### src/rtl/grid_arbiter.sv
// Round-robin arbiter sharing the 40x30 level grid RAM among three requesters.
// Define GRID_ARB_LOCK_EN to build the per-requester lock for read-modify-write sequences.
module grid_arbiter #(
    parameter int         X_MAX    = 39,
    parameter int         Y_MAX    = 29,
    parameter logic [2:0] OOB_DATA = 3'd7,
    parameter int         LOCK_MAX = 16
) (
    input  logic        clock,
    input  logic        reset,
    input  logic [2:0]  req,
    input  logic [2:0]  lock,
    input  logic [17:0] req_x,
    input  logic [14:0] req_y,
    input  logic [2:0]  req_we,
    input  logic [8:0]  req_wdata,
    output logic [2:0]  gnt,
    output logic [2:0]  rvalid,
    output logic [2:0]  rdata,
    output logic        lock_timeout,
    output logic [5:0]  grid_x,
    output logic [4:0]  grid_y,
    output logic        grid_write,
    output logic [2:0]  grid_in,
    input  logic [2:0]  grid_out
);

    localparam logic [5:0] X_LIM = 6'(X_MAX);
    localparam logic [4:0] Y_LIM = 5'(Y_MAX);

    function automatic logic [1:0] next_port(input logic [1:0] p);
        return (p == 2'd2) ? 2'd0 : p + 2'd1;
    endfunction

    logic [1:0] ptr;
    logic [2:0] elig;
    logic [1:0] idx;
    logic [1:0] win;
    logic       found;
    logic       accept;
    logic [5:0] win_x;
    logic [4:0] win_y;
    logic [2:0] win_d;
    logic       win_we;
    logic       win_oob;
    logic [5:0] addr_x;
    logic [4:0] addr_y;
    logic       rd_vld_p1;
    logic       rd_oob_p1;
    logic [1:0] rd_port;

`ifdef GRID_ARB_LOCK_EN
    localparam int CW = $clog2(LOCK_MAX + 1);
    localparam logic [CW-1:0] CNT_LAST = CW'(LOCK_MAX - 1);

    logic          held;
    logic [1:0]    owner;
    logic [CW-1:0] cnt;
    logic          timeout;

    assign lock_timeout = timeout;
`else
    localparam int unused_lock_max = LOCK_MAX;
    logic unused_lock;

    assign unused_lock  = ^lock;
    assign lock_timeout = 1'b0;
`endif

    // Search ptr, ptr+1, ptr+2; a held lock masks every port but its owner.
    always_comb begin
        elig = req;
`ifdef GRID_ARB_LOCK_EN
        if (held)
            elig = req & (3'b001 << owner);
`endif
        found = 1'b0;
        win   = ptr;
        idx   = ptr;
        for (int k = 0; k < 3; k++) begin
            if (!found && elig[idx]) begin
                found = 1'b1;
                win   = idx;
            end
            idx = next_port(idx);
        end
    end

    assign accept  = found && !reset;
    assign gnt     = accept ? (3'b001 << win) : 3'b000;
    assign win_x   = req_x[int'(win) * 6 +: 6];
    assign win_y   = req_y[int'(win) * 5 +: 5];
    assign win_d   = req_wdata[int'(win) * 3 +: 3];
    assign win_we  = req_we[win];
    assign win_oob = (win_x > X_LIM) || (win_y > Y_LIM);

    assign grid_x     = accept ? win_x : addr_x;
    assign grid_y     = accept ? win_y : addr_y;
    assign grid_in    = win_d;
    assign grid_write = accept && win_we && !win_oob;

    assign rvalid = rd_vld_p1 ? (3'b001 << rd_port) : 3'b000;
    assign rdata  = rd_oob_p1 ? OOB_DATA : grid_out;

    always_ff @(posedge clock or posedge reset) begin
        if (reset) begin
            ptr       <= 2'd0;
            rd_vld_p1 <= 1'b0;
            rd_oob_p1 <= 1'b0;
            rd_port   <= 2'd0;
            addr_x    <= 6'd0;
            addr_y    <= 5'd0;
`ifdef GRID_ARB_LOCK_EN
            held      <= 1'b0;
            owner     <= 2'd0;
            cnt       <= '0;
            timeout   <= 1'b0;
`endif
        end else begin
            // Read return stage: tag and out-of-range flag follow the accept by one cycle.
            rd_vld_p1 <= accept && !win_we;
            if (accept) begin
                rd_port   <= win;
                rd_oob_p1 <= win_oob;
                addr_x    <= win_x;
                addr_y    <= win_y;
            end
`ifdef GRID_ARB_LOCK_EN
            if (held) begin
                if (cnt == CNT_LAST) begin
                    held    <= 1'b0;
                    timeout <= 1'b1;
                    ptr     <= next_port(owner);
                end else if (!req[owner] || (accept && !lock[win])) begin
                    held <= 1'b0;
                    ptr  <= next_port(owner);
                end else begin
                    cnt <= cnt + 1'b1;
                end
            end else if (accept) begin
                ptr <= next_port(win);
                if (lock[win]) begin
                    held  <= 1'b1;
                    owner <= win;
                    cnt   <= '0;
                end
            end
`else
            if (accept)
                ptr <= next_port(win);
`endif
        end
    end

endmodule

### config.mk
export PLATFORM = sky130hd
export DESIGN_NAME = grid_arbiter
export DESIGN_NICKNAME = d
export VERILOG_FILES = /design/src/rtl/grid_arbiter.sv
export SDC_FILE = /design/constraint.sdc
export NUM_CORES = 1
export LEC_CHECK = 0
export ABC_CLOCK_PERIOD_IN_PS = 3500
export CAP_MARGIN = 15
export CORE_MARGIN = 4
export CORE_UTILIZATION = 35
export DETAILED_ROUTE_END_ITERATION = 8
export PLACE_DENSITY = 0.8
export SETUP_SLACK_MARGIN = 0.1
export SLEW_MARGIN = 15
export SYNTH_ARGS = -nofsm -noshare
export SYNTH_HDL_FRONTEND = slang
export SYNTH_SLANG_ARGS = --single-unit
### constraint.sdc
create_clock -name clock -period 3.5 [get_ports clock]
set_input_delay 0.875 -clock clock [delete_from_list [all_inputs] [get_ports clock]]
set_output_delay 0.875 -clock clock [all_outputs]
set_load 0.05 [all_outputs]
Word level (Yosys, flattened, before mapping):

Cells that the tools add are included.
W data, S select, Z words.

* shift-type cells: 5
* $lt $le $gt $ge: 6
* $add $sub $neg: 3
* mux-type cells: 21
* bitwise gates (word level): 0
* multipliers: 3
* eq/ne operators: 3
* div/mod/pow operators: 0
* reductions and logical operators: 12

Operators by type and width (count)
* $shiftx A18 B6 Y6: 1
* $shiftx A15 B6 Y5: 1
* $lt A2 B3 Y1 const B: 4
* $mux W2: 5
* $mux W3: 3
* $shiftx A9 B5 Y3: 1
* $bmux W1 S2: 4
* $mul A2 B2 Y4 const B: 2
* $mux W1: 7
* $add A2 B1 Y2 const B: 3
* $eq A2 B2 Y1 const B: 3
* $gt A6 B6 Y1 const B: 1
* $logic_and A1 B1 Y1: 6
* $mux W6: 1
* $shl A1 B2 Y3 const A: 2
* $gt A5 B5 Y1 const B: 1
* $logic_not A1 Y1: 5
* $mul A2 B3 Y5 const B: 1
* $mux W5: 1
* $logic_or A1 B1 Y1: 1

* bits in latches: 0
* bits in read-only memories: 0
* flip-flop bits (word level): 17
* output and inout port bits: 25
* word-level logic and storage cells: 59
* input port bits: 56
* memories kept: 0
* bits in writable memories: 0

Logic depth before layout (Yosys ltp):

Gate-level depths: netlist (run 1).

* word-level depth: 15
* gate-level depth with buffers: 8
* mapped depth without buffers: 6

Worst setup path after synthesis (run 1):

Ideal clock, no wire load.

* path type: input to output
* start: in req[2]
* end: out grid_write
* slack: -0.339 ns
* buffers on the path: 2
* arrival: 2.964 ns
* cell stages on the path: 8
* required time: 2.625 ns
* path through: buf_6 > and2b_1 > o22ai_1 > nand2b_4 > buf_6 > a222oi_1 > a21oi_1 > nor4_2

* cells in the longest elaborated chain, start to end: 15

Ends and longest elaborated chain
* start, declared: RTL line 11 `input logic [2:0] req,`
* $bmux W1 S2: RTL line 81 `if (!found && elig[idx]) begin`
* $mux W1 (not written as such): RTL line 81
* $mux W1: RTL line 81
* $logic_not A1 Y1: RTL line 81
* $logic_and A1 B1 Y1: RTL line 81
* $mux W1: RTL line 81
* $logic_not A1 Y1: RTL line 81
* $logic_and A1 B1 Y1: RTL line 81
* $mux W2: RTL line 81
* $mul A2 B3 Y5 or $mul A2 B2 Y4 (tied branches): RTL line 92, 91
* $shiftx A15 B6 Y5 or $shiftx A18 B6 Y6 (tied branches): RTL line 92, 91
* $gt A5 B5 Y1 or $gt A6 B6 Y1 (tied branches): RTL line 95 `assign win_oob = (win_x > X_LIM) || (win_y > Y_LIM);`
* $logic_or A1 B1 Y1: RTL line 95
* $logic_not A1 Y1: RTL line 100 `assign grid_write = accept && win_we && !win_oob;`
* $logic_and A1 B1 Y1 *: RTL line 100
* end, declared: RTL line 23 `output logic grid_write,`

Every way passes the cells marked *; elsewhere a longest branch is shown, timed or not. The select of a mux whose other input is x is not followed.

Worst setup path in the final report (run 1):

* start: in req[1]
* end: out grid_write

Same word-level chain as after synthesis.

==> results.txt, run 1 <==
----------------------------------------------------
[Run status]
  Run status ... finished clean

[Critical path]
  CP Capture Type ... output pin
  Data arrival time of the critical path ... 2570 ps
  Worst setup path start ... req[1]
  Worst setup path category ... in -> out
  CP Max Fanout ... 6
  Type of element launching the critical path ... primary input
  Register-to-register path setup slack ... 1310 ps
  Reg-to-reg critical path startpoint ... ptr[0]
  CP Data Required Time ... 2620 ps

[Drt]
  Vias ... 1528
  Initial drt markers ... 76
  Via density ... 5.36
  Drt total wl ... 4790 um
  Post-detailed-route count of antenna-violating nets ... 0
  DRC viols ... 0
  Router iterations before antenna repair ... 7
  Post-DR wirelength/cell ... 16.8 um

[Placed design]
  Dpl ws ... -571 ps
  PortBufs ... 76
  Instance area after placement ... 2360 um^2
  Post-DP HPWL ... 3660 um
  Global placement routability congestion ... 0.748

[STA]
  Max-slew headroom ... 66.1%
  Fmax achieved ... 0.290 GHz
  Slew Limit Fails ... 0
  Fin. Hold Viols ... 0
  Setup repair after global routing missed its margin ... true
  Final setup violating endpoints ... 0
  Worst-margin pin slew ... 508 ps
  Final cycle utilization of the critical path ... 98.4%
  Setup TNS ... 0 ps
  Least setup slack across all paths after layout ... 56.2 ps
  Largest clock skew in the final design ... 7.34 ps
  Post-layout min period ... 3440 ps

[GRT]
  Aggregate global routing overflow ... 0
  Vias in the first global route ... 1612
  Wire length of the first global-routing pass ... 7190 um
  Number of antenna violations at the first check in global routing ... 0
  All-layer global routing usage ... 21.9%
  Maximum number of pins on one net before global-route repair ... 33

[Power and ir drop]
  Areal power density over the cells ... 531 nW/um^2
  Leak pwr ... 1.14 nW
  Peak supply drop ... 0.000308 V

[Clock tree]
  TritonCTS clock tree ... yes
  Clock latency on the worst-skew pair ... 300 ps
  Cell at the root of the clock tree ... sky130_fd_sc_hd__clkbuf_4
  CTS max path bufs ... 2
  Number of CTS-inserted buffers ... 3
  # clock sinks ... 17
  H-tree levels ... 1
  Clock slew at reported path FFs ... 110 ps
  CTS Hold Buffers Added ... 0

[Cells and area]
  Layout area overhead ... 120%
  Filler instances ... 196
  Design Area, Final ... 2540 um^2
  Final standard cell utilization of the core ... 81.9%
  Final layout net count ... 298
  Ratio of cells with drive above 1 in the final layout ... 35.3%
  Antenna Diode Count ... 0

[Flow run]
  Maximum Capacitance Violations ... 0

[Die]
  Standard-cell rows ... 20
  Placeable core region ... 3100 um^2
  X dimension of the die ... 65.5 um
  Y dimension of the die ... 65.5 um
  Effective utilization at floorplan ... 37.3%
  Area of the die ... 4290 um^2
  I/O pin total ... 81

[Synth]
  Mux share of post-synthesis cell area ... 6.92%
  Complex-gate fraction of the synthesized area ... 27.8%
  Xor and xnor fraction of the mapped netlist area ... 0%
  Post-synthesis share of cell area spent on full adders, half adders and majority gates ... 0%
  Synth warn ... 0
  Combinational family with the most area after synthesis ... compound AO/OA/AOI/OAI gates
  Synth Register Bits ... 17
  Mapped cell area ... 1160 um^2
  Distinct cells, synth ... 39
  Number of instances in the synthesized netlist ... 132
  Post-Syn Area per Cell ... 8.77 um^2
  Share of synthesized cell area in and, or, nand and nor gates ... 22.7%
  Synth Net Count ... 188
  Share of the yosys chip area belonging to registers ... 36.8%

[Worst hold path]
  Kind of path behind the tightest hold check ... reg -> reg
  Hold path startpoint ... addr_y[0]

----------------------------------------------------
[placed cells by master, fill, tap and decap left out, drive strengths merged]
cell type / synthesis / routed
a31oi: 1 / 1
or2: 4 / 4
nand2: 17 / 17
conb: 1 / 1
and2: 2 / 2
mux2i: 8 / 8
and3: 1 / 1
a21o: 2 / 2
nor3: 1 / 1
a41o: 1 / 1
clkdlybuf4s50: 0 / 55
buf: 6 / 56
nor2: 10 / 10
and2b: 1 / 1
dfrtp: 17 / 17
o2111a: 1 / 1
o211a: 1 / 1
inv: 4 / 4
nor4: 2 / 2
o21ai: 16 / 16
a221oi: 1 / 1
nand2b: 6 / 6
a222oi: 6 / 6
and3b: 2 / 2
o22ai: 1 / 1
nor3b: 2 / 2
a211oi: 2 / 2
nor2b: 1 / 1
o21a: 1 / 1
clkbuf: 1 / 5
a211o: 2 / 2
a2bb2oi: 5 / 5
a21oi: 6 / 6
[metal layers]
layer	share of wire, %	GRT usage, %	wire, um
met5	0	0	0
met4	2.1	8.55	101
met3	10	7.52	490
met2	54	40.7	2600
met1	33	22.2	1600
[power breakdown]
| part | switching, mW | internal, mW |
|---|---|---|
| registers | 0.0308 | 0.245 |
| logic | 0.488 | 0.475 |
| clock network | 0.0670 | 0.0445 |
[worst max-delay path, stage by stage]
cell and delay (ps):
sky130_fd_sc_hd__buf_8 80, sky130_fd_sc_hd__nor2_2 40, sky130_fd_sc_hd__o211a_1 220, sky130_fd_sc_hd__a41o_2 290
sky130_fd_sc_hd__a222oi_1 410, sky130_fd_sc_hd__a21oi_1 180, sky130_fd_sc_hd__nor4_4 290, sky130_fd_sc_hd__buf_12 180
[cell families (layout without fill, tap and decap cells)]
family / count (synthesis) / in the layout
AOI/OAI and AO/OA: 46 / 46
buffers and inverters: 11 / 120
muxes: 8 / 8
and+or+nand+nor: 49 / 49
DFF: 17 / 17
other: 1 / 1
[path summary, 6_finish.rpt]
kind / end / cells after the start
max in group asynchronous: addr_x[2] / 3
hold / removal: addr_y[0] / 2
hold reg to reg: addr_y[0] / 2
setup reg to reg: rd_oob_p1 / 8
setup / recovery: grid_write / 8
min in group asynchronous: rd_port[1] / 3
[repair_timing]
item / 4_1_cts / 5_1_grt
buffers inserted: 5 / 2
cloned: 0 / 1
resized for setup: 30 / 10
endpoints found under the setup margin: 16 / 8
pin swaps: 11 / 6
[final cells by class]
type                            count  area [um^2]  area share (%)
Inverter                            4         15.0           0.591
Sequential cell                    17          425            16.7
Clock buffer                        4         26.3            1.03
Multi-Input combinational cell    104          756            29.7
Tap cell                           44         55.1            2.17
Timing Repair Buffer              112         1260            49.8
[synth_stat cells]
master	instances	area (um^2)
sky130_fd_sc_hd__nor4_1	1	6.26
sky130_fd_sc_hd__nand2_1	17	63.8
sky130_fd_sc_hd__mux2i_1	8	80.1
sky130_fd_sc_hd__a41o_1	1	10.0
sky130_fd_sc_hd__clkbuf_1	1	3.75
sky130_fd_sc_hd__nor2b_1	1	6.26
sky130_fd_sc_hd__inv_1	4	15.0
sky130_fd_sc_hd__a21o_1	2	15.0
sky130_fd_sc_hd__nand2b_1	5	31.3
sky130_fd_sc_hd__o211a_1	1	10.0
sky130_fd_sc_hd__nand2b_4	1	13.8
sky130_fd_sc_hd__and2b_1	1	7.51
sky130_fd_sc_hd__and2_1	2	12.5
sky130_fd_sc_hd__o21ai_1	11	55.1
sky130_fd_sc_hd__nor2_1	9	33.8
sky130_fd_sc_hd__nor2_2	1	6.26
sky130_fd_sc_hd__and3_1	1	6.26
sky130_fd_sc_hd__a211o_1	2	17.5
sky130_fd_sc_hd__o2111a_1	1	11.3
sky130_fd_sc_hd__a222oi_1	6	60.1
sky130_fd_sc_hd__or2_2	3	18.8
sky130_fd_sc_hd__and3b_1	2	17.5
sky130_fd_sc_hd__dfrtp_1	17	425
sky130_fd_sc_hd__a221oi_1	1	8.76
sky130_fd_sc_hd__nor4_2	1	12.5
sky130_fd_sc_hd__buf_6	2	22.5
sky130_fd_sc_hd__a31oi_1	1	6.26
sky130_fd_sc_hd__buf_4	2	15.0
sky130_fd_sc_hd__or2_1	1	6.26
sky130_fd_sc_hd__nor3b_1	2	15.0
sky130_fd_sc_hd__o21ai_0	5	25.0
sky130_fd_sc_hd__a211oi_1	2	15.0
sky130_fd_sc_hd__a21oi_1	6	30.0
sky130_fd_sc_hd__nor3_1	1	5.00
sky130_fd_sc_hd__buf_1	2	7.51
sky130_fd_sc_hd__o21a_1	1	7.51
sky130_fd_sc_hd__a2bb2oi_1	5	43.8
sky130_fd_sc_hd__o22ai_1	1	6.26
sky130_fd_sc_hd__conb_1	1	3.75
[flip-flops by register name (all words and copies together) (netlist names)]
name	count
ptr	2
addr_y	5
rd_port	2
rd_oob_p1	1
rd_vld_p1	1
addr_x	6
[metrics by stage]
step / total power, mW / hold slack [ps] / instances
6_report: 1.35 / 512 / 285
5_1_grt: 1.41 / 539 / 285
4_1_cts: 1.32 / 513 / 282
3_5_place_dp: 1.17 / 492 / 274
3_3_place_gp: 1.15 / 485 / 274
2_1_floorplan: 0.726 / 481 / 132
No activity file was read; power rests on OpenSTA's default activity.
==> run 2, diff against run 1 <==
ABC_AREA = 1   (was not set)
PLACE_DENSITY = 0.75   (was 0.8)
SLEW_MARGIN = not set   (was 15)
==> results.txt, run 2 <==
----------------------------------------------------
[Run status]
  Run status ... finished clean

[Placed design]
  PortBufs ... 76
  Placed Cells ... 349
  Post-DP HPWL ... 3680 um
  Instance area after placement ... 2520 um^2
  Global placement routability congestion ... 0.819

[Cells and area]
  Layout area overhead ... 111%
  Most flops, register ... addr_x
  Top flop regs ... addr_x: 6 flops, addr_y: 5 flops
  Multi-input logic area ... 1060 um^2
  Ratio of cells with drive above 1 in the final layout ... 42.7%
  Filler instances ... 250
  Antenna Diode Count ... 0
  Commonest non-fill, non-tap cell in the layout ... sky130_fd_sc_hd__nand2_1
  Design Area, Final ... 2970 um^2
  Most used cells in the layout excluding fill and tap cells ... sky130_fd_sc_hd__nand2_1 (58), sky130_fd_sc_hd__clkdlybuf4s50_1 (55), sky130_fd_sc_hd__buf_4 (36)
  Number of cells in the finished layout apart from fillers ... 371
  Total area of sequential cells ... 427 um^2
  Final layout net count ... 380
  Flip-flop count of the largest register after layout ... 6

[Drt]
  Drt total wl ... 5660 um
  Post-detailed-route count of antenna-violating nets ... 0
  Vias ... 1871
  Via density ... 5.04
  Initial drt markers ... 98
  Post-DR wirelength/cell ... 15.3 um
  DRC viols ... 0
  Router iterations before antenna repair ... 4

[Synth]
  Count of flip-flops with a built-in enable after synthesis ... 0
  Cell type contributing the most total cell area after synthesis ... sky130_fd_sc_hd__dfrtp_1
  Synth warn ... 0
  Synth Net Count ... 263
  Synth Register Bits ... 17
  Most area-consuming cells after synthesis ... sky130_fd_sc_hd__dfrtp_1 (30%), sky130_fd_sc_hd__nand2_1 (19%), sky130_fd_sc_hd__nand3_1 (5.7%), sky130_fd_sc_hd__nand3_2 (5.7%), sky130_fd_sc_hd__inv_1 (4.8%)
  Number of instances in the synthesized netlist ... 207
  Mapped cell area ... 1410 um^2
  Share of the yosys chip area belonging to registers ... 30.3%
  Most frequent cells after synthesis ... sky130_fd_sc_hd__nand2_1 (71), sky130_fd_sc_hd__inv_1 (18), sky130_fd_sc_hd__dfrtp_1 (17)
  Share of synthesized registers carrying an async set or reset ... 100%
  Top cell type's share of synthesized area ... 30.3%
  Top FF cell, synth ... sky130_fd_sc_hd__dfrtp_1
  Most common cell in the synthesized netlist ... sky130_fd_sc_hd__nand2_1
  Distinct cells, synth ... 27
  Post-Syn Area per Cell ... 6.79 um^2

[Worst hold path]
  Kind of path behind the tightest hold check ... reg -> reg

[GRT]
  Wire length of the first global-routing pass ... 7640 um
  Maximum number of pins on one net before global-route repair ... 18
  Aggregate global routing overflow ... 0
  All-layer global routing usage ... 18.5%
  Number of antenna violations at the first check in global routing ... 0
  Vias in the first global route ... 1721

[STA]
  Fmax achieved ... 0.291 GHz
  Slew Limit Fails ... 0
  Post-layout min period ... 3440 ps
  Final cycle utilization of the critical path ... 98.3%
  Final setup violating endpoints ... 0
  Max-slew headroom ... 55.9%
  Setup repair after global routing missed its margin ... true
  Worst-margin pin slew ... 660 ps
  Largest clock skew in the final design ... 6.76 ps
  Fin. Hold Viols ... 0

[Die]
  X dimension of the die ... 71.4 um
  Y dimension of the die ... 71.4 um
  Standard-cell rows ... 22
  Placeable core region ... 3770 um^2
  Area of the die ... 5090 um^2
  Effective utilization at floorplan ... 37.3%
  I/O pin total ... 81

[Critical path]
  CP Capture Type ... output pin
  Sequence of cells on the critical path ... buf_12 > nand2_1 > nand2_1 > a21oi_2 > nand3_4 > nand3_4 > nand2_4 > nor2_4 > buf_6 > clkinvlp_4 > nor2_2 > o21ai_2 > buf_6
  CP Max Fanout ... 6
  Data arrival time of the critical path ... 2560 ps
  Register-to-register path setup slack ... 1160 ps
  Type of element launching the critical path ... primary input
  Worst setup path category ... in -> out
  Slowest stage cell, crit path ... sky130_fd_sc_hd__a21oi_2
  CP max stage delay ... 220 ps
  CP Data Required Time ... 2620 ps

[Clock tree]
  Number of CTS-inserted buffers ... 3
  Clock slew at reported path FFs ... 60 ps
  Clock latency on the worst-skew pair ... 260 ps
  CTS max path bufs ... 2
  H-tree levels ... 1
  # clock sinks ... 17
  TritonCTS clock tree ... yes
  Cell at the root of the clock tree ... sky130_fd_sc_hd__clkbuf_8

[Flow run]
  Maximum Capacitance Violations ... 0

----------------------------------------------------
==> run 2: cell types whose count changed in the layout (fill, tap and decap cells not counted), sizes merged, moves of 7 or more <==
cell / change
nand2: +60
nand3: +26
inv: +17
nor2: +13
mux2i: -8
buf: +7
==> run 2: cells by family after synthesis <==
kind of cell / synth area share, %
DFF: 30.3
other: 0.267
buffers and inverters: 9.44
AOI/OAI and AO/OA: 10.4
and+or+nand+nor: 49.6
==> run 2: per-stage QoR <==
stage	TNS, ps	utilization (%)	setup slack (ps)	hold WS [ps]
finish	0	78.7	60.5	486
detailed placement	-4460	66.8	-375	463
CTS	0	73.0	114	480
global route	-372	78.7	-86.1	495
floorplan	0	-	46.1	470
global placement	-4000	66.8	-344	463
==> run 2: per-layer routing <==
layer	routed length [um]	global-route usage (%)	up-vias
met4	196	8.14	0
li1	-	-	899
met2	2900	32.6	101
met5	0	0	-
met1	2170	22.6	848
met3	389	2.10	23
==> run 2: final cells by class <==
cell class	count	share of cell area, %
inverters	22	3.50
clock inverters	1	0.253
flip-flops and latches	17	14.4
multi-input cells	162	35.7
clock buffers	3	1.39
repair buffers	118	42.8
well taps	48	2.02
==> run 2: final timing paths <==
path                            from   endpoint  cells after the start
setup / recovery              req[2]  grid_x[1]                     13
hold / removal             addr_x[1]  addr_x[1]                      2
setup reg to reg              ptr[1]  addr_x[2]                     15
hold reg to reg            addr_x[1]  addr_x[1]                      2
max in group asynchronous      reset     ptr[1]                      2
min in group asynchronous      reset     ptr[0]                      2
==> run 2: timing repair <==
action                                  4_1_cts  5_1_grt
pin swaps                                    20       18
hold buffers                                  0        0
setup buffers                                13        5
gates resized for setup                      44       44
endpoints found under the setup margin       18       18
==> run 2: critical path: cells and delay by family <==
family,cells,cell delay [ps]
compound gates,2,290
buf+inv,4,560
simple gates,7,830
Power of run 2 is left out: the tool's default activity adds up to more than one toggle a clock period on the data nets, which glitch-free logic cannot reach.
==> run 3, diff against run 2 <==
GPL_TIMING_DRIVEN = 0   (was not set)
TNS_END_PERCENT = 30   (was not set)
==> results.txt, run 3 (synthesis results as in run 2) <==
----------------------------------------------------
[Critical path]
  Type of element launching the critical path ... primary input
  Worst setup path category ... in -> out
  Worst setup path start ... req[2]
  CP Capture Type ... output pin
  Data arrival time of the critical path ... 2550 ps
  Slowest stage cell, crit path ... sky130_fd_sc_hd__o211ai_1
  Sequence of cells on the critical path ... buf_12 > inv_4 > nand2_2 > nand3_4 > nand2_4 > nor2_4 > nand3_4 > nand2_8 > inv_8 > nor2_4 > inv_2 > o211ai_1 > o21ai_2 > buf_6
  CP Max Fanout ... 7
  Depth of the worst register-to-register path ... 12
  Reg-to-reg critical path startpoint ... ptr[0]
  CP max stage delay ... 260 ps
  CP Data Required Time ... 2620 ps

[Drt]
  Post-DR wirelength/cell ... 15.8 um
  Post-detailed-route count of antenna-violating nets ... 0
  Drt total wl ... 5570 um
  Router iterations before antenna repair ... 5
  DRC viols ... 0
  Initial drt markers ... 144
  Via density ... 5.19
  Vias ... 1833

[STA]
  Worst-margin pin slew ... 632 ps
  Post-layout min period ... 3430 ps
  Final cycle utilization of the critical path ... 97.9%
  Max-slew headroom ... 57.8%
  Fmax achieved ... 0.292 GHz
  Slew Limit Fails ... 0
  Final setup violating endpoints ... 0
  Largest clock skew in the final design ... 9.93 ps
  Setup repair after global routing missed its margin ... true
  Fin. Hold Viols ... 0

[Cells and area]
  Final standard cell utilization of the core ... 73.4%
  Most flops, register ... addr_x
  Layout area overhead ... 97.0%
  Antenna Diode Count ... 0
  Final layout net count ... 362
  Flip-flop count of the largest register after layout ... 6
  Filler instances ... 259
  Number of cells in the finished layout apart from fillers ... 353
  Total area of sequential cells ... 427 um^2
  Top flop regs ... addr_x: 6 flops, addr_y: 5 flops
  Most used cells in the layout excluding fill and tap cells ... sky130_fd_sc_hd__nand2_1 (55), sky130_fd_sc_hd__clkdlybuf4s50_1 (55), sky130_fd_sc_hd__buf_4 (25)
  Multi-input logic area ... 1130 um^2
  Ratio of cells with drive above 1 in the final layout ... 40.3%

[GRT]
  Number of antenna violations at the first check in global routing ... 0
  Vias in the first global route ... 1732
  Aggregate global routing overflow ... 0
  Wire length of the first global-routing pass ... 8150 um
  Maximum number of pins on one net before global-route repair ... 18
  All-layer global routing usage ... 19.5%

[Placed design]
  Global placement routability congestion ... 0.818
  PortBufs ... 76
  Placed Cells ... 331
  Post-DP HPWL ... 3530 um

[Worst hold path]
  Kind of path behind the tightest hold check ... reg -> reg
  Hold path startpoint ... addr_x[1]
  Count of cells along the worst hold path ... 2

[Die]
  Area of the die ... 5090 um^2
  Standard-cell rows ... 22
  Placeable core region ... 3770 um^2
  Y dimension of the die ... 71.4 um
  I/O pin total ... 81
  Effective utilization at floorplan ... 37.3%
  X dimension of the die ... 71.4 um

[Clock tree]
  # clock sinks ... 17
  TritonCTS clock tree ... yes
  Clock latency on the worst-skew pair ... 260 ps
  Cell at the root of the clock tree ... sky130_fd_sc_hd__clkbuf_8
  Clock slew at reported path FFs ... 70 ps
  H-tree levels ... 1
  CTS max path bufs ... 2
  Number of CTS-inserted buffers ... 3

[Run status]
  Run status ... finished clean

[Flow run]
  Maximum Capacitance Violations ... 0

----------------------------------------------------
## run 3: layout make-up
cell class,instances,area share [%]
clock buffers,3,1.49
flip-flops and latches,17,15.4
repair buffers,93,34.1
inverters,22,3.80
plain buffers,6,2.08
well taps,48,2.17
multi-input cells,163,40.8
clock inverters,1,0.181
## run 3: through the flow
stage                     setup slack [ps]  hold slack [ps]  setup TNS (ps)  area [um^2]
after global placement               -1020              456          -15890         2240
final                                 72.0              474               0         2770
after detailed placement             -1050              462          -16370         2240
after CTS                              104              476               0         2560
after global routing                 -6.71              515           -11.3         2770
after floorplan                      -15.8              470           -15.8         1420
## run 3: worst max-delay path: cells and delay by family
kind | cells | cell delay [ps]
compound gates | 2 | 370
simple gates | 7 | 840
buf+inv | 5 | 460
## run 3: timing repair
action	4_1_cts	5_1_grt
gates resized for setup	156	44
setup endpoints to repair	18	18
buffers inserted	11	5
hold buffers	0	0
gates cloned	2	0
pin swaps	27	24
## run 3: per-layer routing
layer	wire length (um)	global-route usage (%)	part of all wire, %
met1	2200	24.3	39
met2	2740	34.2	49
met3	381	2.95	6.8
met4	249	6.26	4.5
met5	0	0	0
## run 3: final timing paths
kind | endpoint | slack [ps]
worst max-delay path | grid_x[0] | 70
worst min-delay path | addr_x[1] | 470
worst max register to register | addr_x[0] | 1300
worst min register to register | addr_x[1] | 470
max in group asynchronous | ptr[0] | 1970
min in group asynchronous | addr_y[4] | 1090
Power of run 3 is left out for the same reason.
